--- src/rtl/max_finder_seq.sv ---
// Streaming unsigned max finder: one strict compare per accepted element, result per frame.
// Latency: result valid the cycle after the closing element is accepted.
// Backpressure: input stalls (in_rdy=0) while a result waits; result holds until out_rdy.
module max_finder_seq #(
  parameter int p_nbits   = 4,
  parameter int p_max_len = 16
) (
  input  logic                           clk,
  input  logic                           reset,
  input  logic                           in_val,
  output logic                           in_rdy,
  input  logic [p_nbits-1:0]             in_data,
  input  logic                           in_last,
  output logic                           out_val,
  input  logic                           out_rdy,
  output logic [p_nbits-1:0]             out_max,
  output logic [$clog2(p_max_len)-1:0]   out_idx,
  output logic [$clog2(p_max_len):0]     out_len,
  output logic                           out_trunc
);

  localparam int IW = $clog2(p_max_len);
  localparam int LW = IW + 1;

  typedef enum logic {ACCUM, DONE} state_t;

  state_t             state_q, state_nxt;
  logic [p_nbits-1:0] max_q;
  logic [IW-1:0]      idx_q;
  logic [LW-1:0]      len_q;
  logic               trunc_q;

  logic               accept;
  logic               drain;
  logic               at_cap;
  logic               close_frame;
  logic               new_max;
  logic [LW-1:0]      len_inc;

  // Handshakes decoded from state directly so in_rdy/out_val stay pure outputs.
  assign accept      = in_val && !reset && (state_q == ACCUM);
  assign drain       = out_rdy && (state_q == DONE);
  assign len_inc     = len_q + LW'(1);
  assign at_cap      = (len_inc == LW'(p_max_len));
  assign close_frame = accept && (in_last || at_cap);
  // Strict compare keeps the earliest index on ties; first element always loads.
  assign new_max     = (len_q == '0) || (in_data > max_q);

  always_ff @(posedge clk) begin
    if (reset) begin
      state_q <= ACCUM;
    end else begin
      state_q <= state_nxt;
    end
  end

  always_comb begin
    state_nxt = state_q;
    in_rdy    = 1'b0;
    out_val   = 1'b0;
    case (state_q)
      ACCUM: begin
        in_rdy = !reset;
        if (close_frame) state_nxt = DONE;
      end
      DONE: begin
        out_val = !reset;
        if (out_rdy) state_nxt = ACCUM;
      end
      default: state_nxt = ACCUM;
    endcase
  end

  always_ff @(posedge clk) begin
    if (reset) begin
      max_q   <= '0;
      idx_q   <= '0;
      len_q   <= '0;
      trunc_q <= 1'b0;
    end else if (accept) begin
      if (new_max) begin
        max_q <= in_data;
        idx_q <= len_q[IW-1:0];
      end
      len_q   <= len_inc;
      trunc_q <= at_cap && !in_last;
    end else if (drain) begin
      len_q   <= '0;
      trunc_q <= 1'b0;
    end
  end

  assign out_max   = max_q;
  assign out_idx   = idx_q;
  assign out_len   = len_q;
  assign out_trunc = trunc_q;

endmodule

--- config.mk ---
export PLATFORM = sky130hd
export DESIGN_NAME = max_finder_seq
export DESIGN_NICKNAME = d
export VERILOG_FILES = /design/src/rtl/max_finder_seq.sv
export SDC_FILE = /design/constraint.sdc
export NUM_CORES = 1
export LEC_CHECK = 0
export CORE_MARGIN = 2
export CORE_UTILIZATION = 45
export DETAILED_ROUTE_END_ITERATION = 16
export PLACE_DENSITY_LB_ADDON = 0.3
export SYNTH_ARGS = -nofsm -noshare
export SYNTH_HDL_FRONTEND = slang
export SYNTH_SLANG_ARGS = --single-unit
--- constraint.sdc ---
create_clock -name clk -period 2.75 [get_ports clk]
set_input_delay 0.825 -clock clk [delete_from_list [all_inputs] [get_ports clk]]
set_output_delay 0.825 -clock clk [all_outputs]
set_load 0.01 [all_outputs]
==> impl_results.md, run 1 <==
- Initial Util: 0.475
- Critical path, cell by cell: dlygate4sd2_1 > nor2_1 > clkdlybuf4s50_1
- Antenna violations before repair: 0
- Die X: ~47 microns
- CORE AREA: 1730 sq um
- CTS H-tree depth: 1
- Sw frac: 0.277
- Clock network fraction of design power: 0.269
- GR peak layer: met2
- Num rows: 15
- Fin crit period: 2620 ps
- Vias in the first global route: between 600 and 700
- Drc violations: 0
- Area Growth Syn to Fin: 39.8%
- Gate power share: 0.239
- Seq/Total Area, Yosys: 0.366
- Met2 Use GR: 0.303
- Seq pwr share: 0.492
- Layout cell share with drive strength beyond 1: 0.136
- Final Skew: ~17 ps
- RD Place Congestion: about 0.79
- Distinct cells, synth: 27
- Status: completed
- Min-delay worst type: register to register
- Net Switching: 0.134 mW
- Final core occ: 0.664
- Crit path max fanout: 7
- Vias/cell: a little over 5
- WP data arrival: approximately 1800 ps
- Worst-Margin Slew: ~440 ps
- Crit path from: reset
- Levels on crit path: 3
- Met3 Usage GRT: 0.0549
- DP Wirelength: 1330 microns
- Ys Warns: 0
- I/O Buffers: 24
- All-Layer GR Usage: 0.189
- Later-pin clock latency in the skew report: slightly below 300 ps
- Buffers and inverters on the worst path: 2
- CP required: around 1900 ps
- Via count: approximately 730
- Power, Total: between 0.4 and 0.5 mW
- Worst r2r dst: out_max[1]$_SDFFE_PP0P_
- Critical-path top delay cell: clkdlybuf4s50_1
- Antenna Cells: 0
- FF+latch count, synth: 15
- R2R depth: 6
- Crit path to: in_rdy
- Clock root cell: clkbuf_4
- Max frequency: roughly 380 MHz
- Drt first pass iters: 4
- Fillers: between 150 and 200
- Total nets after synthesis: slightly above 100
- Clock-pin slew on the worst setup and hold paths: ~110 ps
- Die height: roughly 47 microns
- Clk buf depth: 2
- Maximum number of pins on one net before global-route repair: 10
- CTS Buf Count: 3
- First-pass GRT wire length: approximately 2800 microns
- Fin crit share: 0.953
- Iter 0 DRT Violations: 9
- Final ANT Viol Nets: 0
- R2R Setup Slk: between 600 and 700 ps
- CP delay by family, top: buffers and inverters
- PwrDens: between 400 and 500 nW/um^2
- Post-route cell area: 1150 sq um
- Leakage: slightly above 0.5 nW
- Post-Synthesis Cells: a little under 90
- Syn Std Cell Area: roughly 820 sq um
- Hold_sp: out_idx[0]$_SDFFE_PP0P_
- Nets@finish: 134
- Gr ovfl total: 0
- Setup TNS Final: 0 ps
- Max_cap viols: 0
- Peak supply drop: 0.302 mV
- WL per Instance: around 12 microns
- Final Slew Violations: 0
- Pint: 0.351 mW
- Hold Fails Final Rpt: 0
- Sinks on the clock net: 15
- Met1 Use GR: 0.221
- Worst Setup End Kind: output pin
- Worst r2r src: out_len[0]$_SDFFE_PP0P_
- RSZ-0062 raised after global routing: false
- Die area: roughly 2200 sq um
- CP max stage delay: around 540 ps
- Setup violators final: 0
- CTS tree: done
- Worst relative slew slack: 0.708
- WL final: roughly 1700 microns
- Syn Area/Cell: 9.42 sq um
- DP Area: 1120 sq um
- Startpoint types: primary input
- Io pins: 25
- WS Path Type: primary input to output pin
final cells by class:
cell class | count | area (sq um) | area share
well taps | 25 | 31.3 | 0.0273
multi-input cells | 62 | 474 | 0.414
clock inverters | 1 | 5.00 | 0.00437
flip-flops and latches | 15 | 300 | 0.262
clock buffers | 3 | 22.5 | 0.0197
inverters | 7 | 26.3 | 0.0229
repair buffers | 30 | 287 | 0.250
repair_timing:
item | 4_1_cts | 5_1_grt
gates resized for setup | 1 | 1
setup endpoints to repair | 2 | 1
hold buffers | 0 | 0
endpoints found under the hold margin | 0 | 0
buffers inserted | 0 | 0
sequential cells by signal (all words and copies together) (netlist names):
register   cells
out_trunc      1
state_q        1
out_len        5
out_max        4
out_idx        4
metal layers:
layer	wire, microns	part of all wire
met1	774	0.45
met2	848	0.49
met3	84	0.048
met4	27	0.016
met5	0	0
cells in the mapped netlist:
| library cell | n | share of area |
|---|---|---|
| a21o_1 | 1 | 0.0092 |
| a21oi_1 | 5 | 0.031 |
| a22oi_1 | 2 | 0.018 |
| a311o_1 | 1 | 0.012 |
| a311oi_1 | 1 | 0.011 |
| a31oi_1 | 1 | 0.0076 |
| and2_1 | 1 | 0.0076 |
| buf_6 | 1 | 0.014 |
| clkbuf_1 | 2 | 0.0092 |
| dfxtp_1 | 15 | 0.37 |
| ha_1 | 6 | 0.092 |
| inv_1 | 7 | 0.032 |
| mux2_4 | 5 | 0.092 |
| mux2i_1 | 4 | 0.049 |
| nand2_1 | 2 | 0.0092 |
| nand2b_1 | 6 | 0.046 |
| nand3_1 | 1 | 0.0061 |
| nand3b_1 | 2 | 0.018 |
| nand4_1 | 2 | 0.015 |
| nor2_1 | 5 | 0.023 |
| nor2b_1 | 6 | 0.046 |
| nor3b_1 | 1 | 0.0092 |
| o211ai_1 | 1 | 0.0092 |
| o21ai_0 | 5 | 0.031 |
| or3_1 | 2 | 0.015 |
| or3b_2 | 1 | 0.011 |
| or4b_1 | 1 | 0.012 |
placed cells by master, fill, tap and decap left out, types with 2 or more instances in the layout:
master           count
mux2i_1              4
inv_1                7
nand2_1              2
nor2_1               5
or3_1                2
clkdlybuf4s50_1     22
buf_4                6
a21oi_1              5
nor2b_1              6
o21ai_0              5
ha_1                 6
nand4_1              2
nand3b_1             2
a22oi_1              2
nand2b_1             6
clkbuf_4             3
dfxtp_1             15
mux2_4               5
tightest hold or removal path, delay by kind of cell, from the launching register on:
| family | cells | cell delay (ps) |
|---|---|---|
| flops | 1 | 330 |
| mux | 1 | 60 |
| simple gates | 1 | 60 |
per-stage QoR:
stage               hold slack [ps]  setup slack [ps]  cells
finish                          486               129    143
global route                    511              71.1    143
CTS                             489              43.8    143
detailed placement              472              -205    139
global placement                465              -185    139
floorplan                       496               437     87
worst min path at each step:
stage                     cells after the start                       to  slack [ps]
after detailed placement                      2  out_idx[0]$_SDFFE_PP0P_         470
after global placement                        2  out_idx[0]$_SDFFE_PP0P_         470
after floorplan                               2  out_idx[0]$_SDFFE_PP0P_         500
after global routing                          2  out_idx[0]$_SDFFE_PP0P_         510
final                                         2  out_idx[0]$_SDFFE_PP0P_         490
after CTS                                     2  out_idx[0]$_SDFFE_PP0P_         490
power groups by stage:
stage          sequential (mW)  clock (mW)  combinational [mW]
6_report                 0.239       0.130               0.116
5_1_grt                  0.241       0.148               0.128
4_1_cts                  0.239       0.133               0.117
3_5_place_dp             0.244           0               0.117
3_3_place_gp             0.243           0               0.114
2_1_floorplan            0.248           0              0.0588
cells by family after synthesis:
logic type / after synthesis / share of synthesized area
simple gates: 30 / 0.218
compound gates: 17 / 0.128
flops: 15 / 0.366
buf+inv: 10 / 0.0550
mux: 9 / 0.140
fa+ha+maj: 6 / 0.0916
No activity file was read; power rests on OpenSTA's default activity.
==> inputs of run 2 (changes only) <==
CORE_UTILIZATION = 48   (was 45)
PLACE_DENSITY = 0.93   (was unset)
PLACE_DENSITY_LB_ADDON = unset   (was 0.3)
clock period = 3.3 ns   (was 2.75 ns; I/O delays follow)
==> run 2 against run 1 <==
Worst hold slack gained 6.0 ps. Critical path depth is the same. Core utilization grew 4.1 points. Via count grew 0.28%. Critical endpoint is now out_val. Design area shrank 4.1%. Power shrank 17%. Final cell count shrank 9.8%. Clock power shrank 17%. Setup slack lost 86 ps. Combinational power shrank 21%.
==> impl_results.md, run 2 (synthesized netlist as in run 1, its figures left out) <==
- Vias/cell: between 5 and 6
- Layout cell share with drive strength beyond 1: 0.106
- WP data arrival: 2270 ps
- RD Place Congestion: just over 0.8
- Hold Fails Final Rpt: 0
- CP required: between 2000 and 2500 ps
- Status: completed
- Drc violations: 0
- Maximum number of pins on one net before global-route repair: 14
- RSZ-0062 raised after global routing: false
- Max frequency: 307 MHz
- Clock-pin slew on the worst setup and hold paths: about 100 ps
- Later-pin clock latency in the skew report: 290 ps
- Vias in the first global route: between 700 and 800
- Peak supply drop: roughly 0.21 mV
- Commonest non-fill, non-tap cell in the layout: clkdlybuf4s50_1
- Worst-Margin Slew: 535 ps
- Via count: around 730
- I/O Buffers: 24
- Reg area: between 300 and 400 sq um
- Placed Cells: roughly 130
- CTS tree: done
- Dpl ws: approximately 20 ps
- CTS Buf Count: 3
- Antenna violations before repair: 0
- Startpoint types: primary input
- Setup TNS Final: 0 ps
- Most frequent cells in the layout: 24 x clkdlybuf4s50_1, 15 x dfxtp_1, 7 x inv_1
- Crit path max fanout: 6
- Die height: between 40 and 50 microns
- Final ANT Viol Nets: 0
- Drt first pass iters: 4
- Num rows: 14
- Final core occ: 0.705
- Setup violators final: 0
- Iter 0 DRT Violations: 9
- Max reg flops: 5
- Post-CTS resize count: 0
- Final setup margin: roughly 43 ps
- Fin crit share: 0.987
- Clock root cell: clkbuf_4
- Area Growth Syn to Fin: 34.0%
- Nets@finish: between 100 and 150
- Min-delay worst type: register to register
- CTS H-tree depth: 1
- All-Layer GR Usage: 0.211
- Sinks on the clock net: 15
- Die area: 2050 sq um
- Fillers: between 100 and 150
- Gr ovfl total: 0
- Worst Setup End Kind: output pin
- First-pass GRT wire length: between 3000 and 4000 microns
- DP Wirelength: 1390 microns
- Fin crit period: roughly 3300 ps
- Max_cap viols: 0
- Leakage: ~0.46 nW
- Initial Util: 0.526
- Clk buf depth: 2
- Antenna Cells: 0
- Io pins: 25
- PwrDens: about 360 nW/um^2
- Worst relative slew slack: 0.643
- WS Path Type: primary input to output pin
- WL per Instance: 14.0 microns
- Area of the multi-input gates: between 400 and 500 sq um
- Post-CTS Setup Inserts: 0
- WL final: approximately 1800 microns
- Hold_ws: 492 ps
- # hold bufs at CTS: 0
- R2R Setup Slk: between 1000 and 1500 ps
- Final Skew: 14.9 ps
- Die X: about 45 microns
- CORE AREA: around 1600 sq um
- Final Slew Violations: 0
- Fin cells: about 130
run 2: changes by cell type in the layout (fill, tap and decap cells not counted):
cell / previous run / this run
clkdlybuf4s50_1: 22 / 24
dlygate4sd2_1: 1 / 0
nor2b_2: 0 / 1
buf_4: 6 / 1
dlymetal6s2s_1: 1 / 0
nor2b_1: 6 / 5
run 2: critical path, stage by stage:
cell,delay (ps)
clkdlybuf4s50_1,530
nor2b_2,190
clkdlybuf4s50_1,550
run 2: final cells by class:
class | instances | share of cell area
inverters | 7 | 0.0239
repair buffers | 25 | 0.226
flip-flops and latches | 15 | 0.273
well taps | 16 | 0.0182
clock buffers | 3 | 0.0205
clock inverters | 1 | 0.00456
multi-input cells | 62 | 0.434
run 2: report_power, final:
group          switching (mW)  internal, mW  total [mW]
Sequential            0.00898         0.191       0.200
Combinational          0.0396        0.0525      0.0921
Clock                  0.0633        0.0450       0.108
Total                   0.112         0.288       0.400
run 2: path summary, 6_finish.rpt:
| kind | cells after the start | startpoint | to |
|---|---|---|---|
| setup / recovery | 3 | reset | out_val |
| hold / removal | 2 | out_idx[0]$_SDFFE_PP0P_ | out_idx[0]$_SDFFE_PP0P_ |
| setup reg to reg | 6 | out_len[0]$_SDFFE_PP0P_ | out_max[2]$_SDFFE_PP0P_ |
| hold reg to reg | 2 | out_idx[0]$_SDFFE_PP0P_ | out_idx[0]$_SDFFE_PP0P_ |
run 2: layer usage:
layer / routed length (microns) / vias to the layer above / GRT usage
met3: 126 / 2 / 0.0480
li1: - / 357 / -
met4: 16 / 0 / 0.0941
met2: 876 / 35 / 0.360
met1: 780 / 335 / 0.250
met5: 0 / - / 0
run 2: metrics by stage:
stage	power, mW	area [sq um]
2_1_floorplan	0.255	820
3_3_place_gp	0.292	1070
3_5_place_dp	0.296	1070
4_1_cts	0.401	1100
5_1_grt	0.423	1100
6_report	0.400	1100
==> inputs of run 3 (changes only) <==
REMOVE_ABC_BUFFERS = 1   (was unset)
==> run 3 against run 2 <==
Sequential share of layout area fell by 0.12 points. Fmax rose by 2.3%. Combinational power rose by 2%. Core utilization rose by 0.32 points. Critical endpoint unchanged. Largest cell class unchanged. Largest power group unchanged.
==> impl_results.md, run 3 (synthesized netlist as in run 1, its figures left out) <==
- Net Switching: ~0.11 mW
- Hold Fails Final Rpt: 0
- Vias in the first global route: around 720
- Fin crit period: around 3200 ps
- Peak supply drop: between 0.2 and 0.3 mV
- Pint: approximately 0.29 mW
- Post-CTS Setup Inserts: 0
- Crit path from: reset
- Later-pin clock latency in the skew report: 290 ps
- Die height: ~45 microns
- Sw frac: 0.279
- WS Path Type: primary input to output pin
- Worst relative slew slack: 0.637
- Final Skew: just under 10 ps
- Worst Setup End Kind: output pin
- Crit path max fanout: 4
- Most frequent cells in the layout: 24 x clkdlybuf4s50_1, 15 x dfxtp_1, 7 x inv_1
- Antenna violations before repair: 0
- Drc violations: 0
- Setup violators final: 0
- Power, Total: 0.401 mW
- CTS H-tree depth: 1
- RD Place Congestion: between 0.8 and 0.9
- Startpoint types: primary input
- All-Layer GR Usage: 0.203
- Io pins: 25
- PwrDens: about 360 nW/um^2
- Hold_sp: out_idx[0]$_SDFFE_PP0P_
- I/O Buffers: 24
- DP Wirelength: around 1300 microns
- Worst r2r src: out_len[0]$_SDFFE_PP0P_
- Max_cap viols: 0
- Fin crit share: 0.965
- CORE AREA: roughly 1600 sq um
- Via count: ~740
- Clk buf depth: 2
- CTS Buf Count: 3
- Max reg flops: 5
- Sinks on the clock net: 15
- Final Slew Violations: 0
- DP Area: 1080 sq um
- Initial Util: 0.526
- Clock-pin slew on the worst setup and hold paths: about 100 ps
- WP data arrival: roughly 2200 ps
- Iter 0 DRT Violations: 15
- First-pass GRT wire length: ~3000 microns
- Post-route cell area: between 1000 and 1500 sq um
- Area Growth Syn to Fin: 34.7%
- Post-CTS resize count: 0
- # hold bufs at CTS: 0
- Status: completed
- Setup TNS Final: 0 ps
- Die area: roughly 2000 sq um
- CP required: approximately 2300 ps
- Final ANT Viol Nets: 0
- Worst-Margin Slew: approximately 540 ps
- Seq pwr share: 0.496
- WL final: between 1500 and 2000 microns
- Antenna Cells: 0
- Fillers: between 100 and 150
- Maximum number of pins on one net before global-route repair: 10
- Leakage: 0.467 nW
- WL per Instance: between 10 and 15 microns
- Drt first pass iters: 4
- Layout cell share with drive strength beyond 1: 0.105
- CTS tree: done
- Vias/cell: 5.71
- Min-delay worst type: register to register
- Max frequency: 314 MHz
- RSZ-0062 raised after global routing: false
- Clock root cell: clkbuf_4
- Commonest non-fill, non-tap cell in the layout: clkdlybuf4s50_1
- Num rows: 14
- Clock network fraction of design power: 0.269
- Gate power share: 0.234
- Gr ovfl total: 0
- Nets@finish: 130
- Die X: roughly 45 microns
[run 3: worst paths after layout]
path / endpoint / slack [ps] / cells past startpoint
worst max-delay path: out_val / 110 / 3
worst min register to register: out_idx[0]$_SDFFE_PP0P_ / 490 / 2
worst min-delay path: out_idx[0]$_SDFFE_PP0P_ / 490 / 2
worst max register to register: out_idx[3]$_SDFFE_PP0P_ / 1090 / 6
[run 3: area by class of cell]
| type | instances | area [sq um] | area share |
|---|---|---|---|
| clock inverter | 1 | 5.00 | 0.00454 |
| timing repair buffer | 26 | 255 | 0.231 |
| sequential | 15 | 300 | 0.272 |
| tap | 16 | 20.0 | 0.0181 |
| inverter | 7 | 26.3 | 0.0238 |
| clock buffer | 3 | 22.5 | 0.0204 |
| multi-input combinational | 62 | 474 | 0.430 |
[run 3: power groups by stage]
stage               registers (mW)  logic (mW)  clock network [mW]
floorplan                    0.206      0.0447                   0
global placement             0.203      0.0895                   0
detailed placement           0.203      0.0931                   0
CTS                          0.199      0.0945               0.110
global route                 0.201       0.104               0.116
finish                       0.199      0.0940               0.108
[run 3: metal layers]
layer | global-route usage | wire, microns
met2 | 0.360 | 860
met3 | 0.0560 | 96
met5 | 0 | 0
met4 | 0.0882 | 43
met1 | 0.224 | 787
[run 3: per-stage QoR]
step | instances | setup slack [ps] | hold slack, ps | utilization
after global placement | 126 | 149 | 465 | 0.690
final | 130 | 115 | 493 | 0.708
after floorplan | 84 | 850 | 496 | -
after detailed placement | 126 | 88.7 | 481 | 0.690
after global routing | 130 | 50.9 | 527 | 0.708
after CTS | 130 | 95.0 | 497 | 0.708
[run 3: worst max-delay path, stage by stage]
cell	delay [ps]
clkdlybuf4s50_1	460
nor2b_1	180
clkdlybuf4s50_1	570
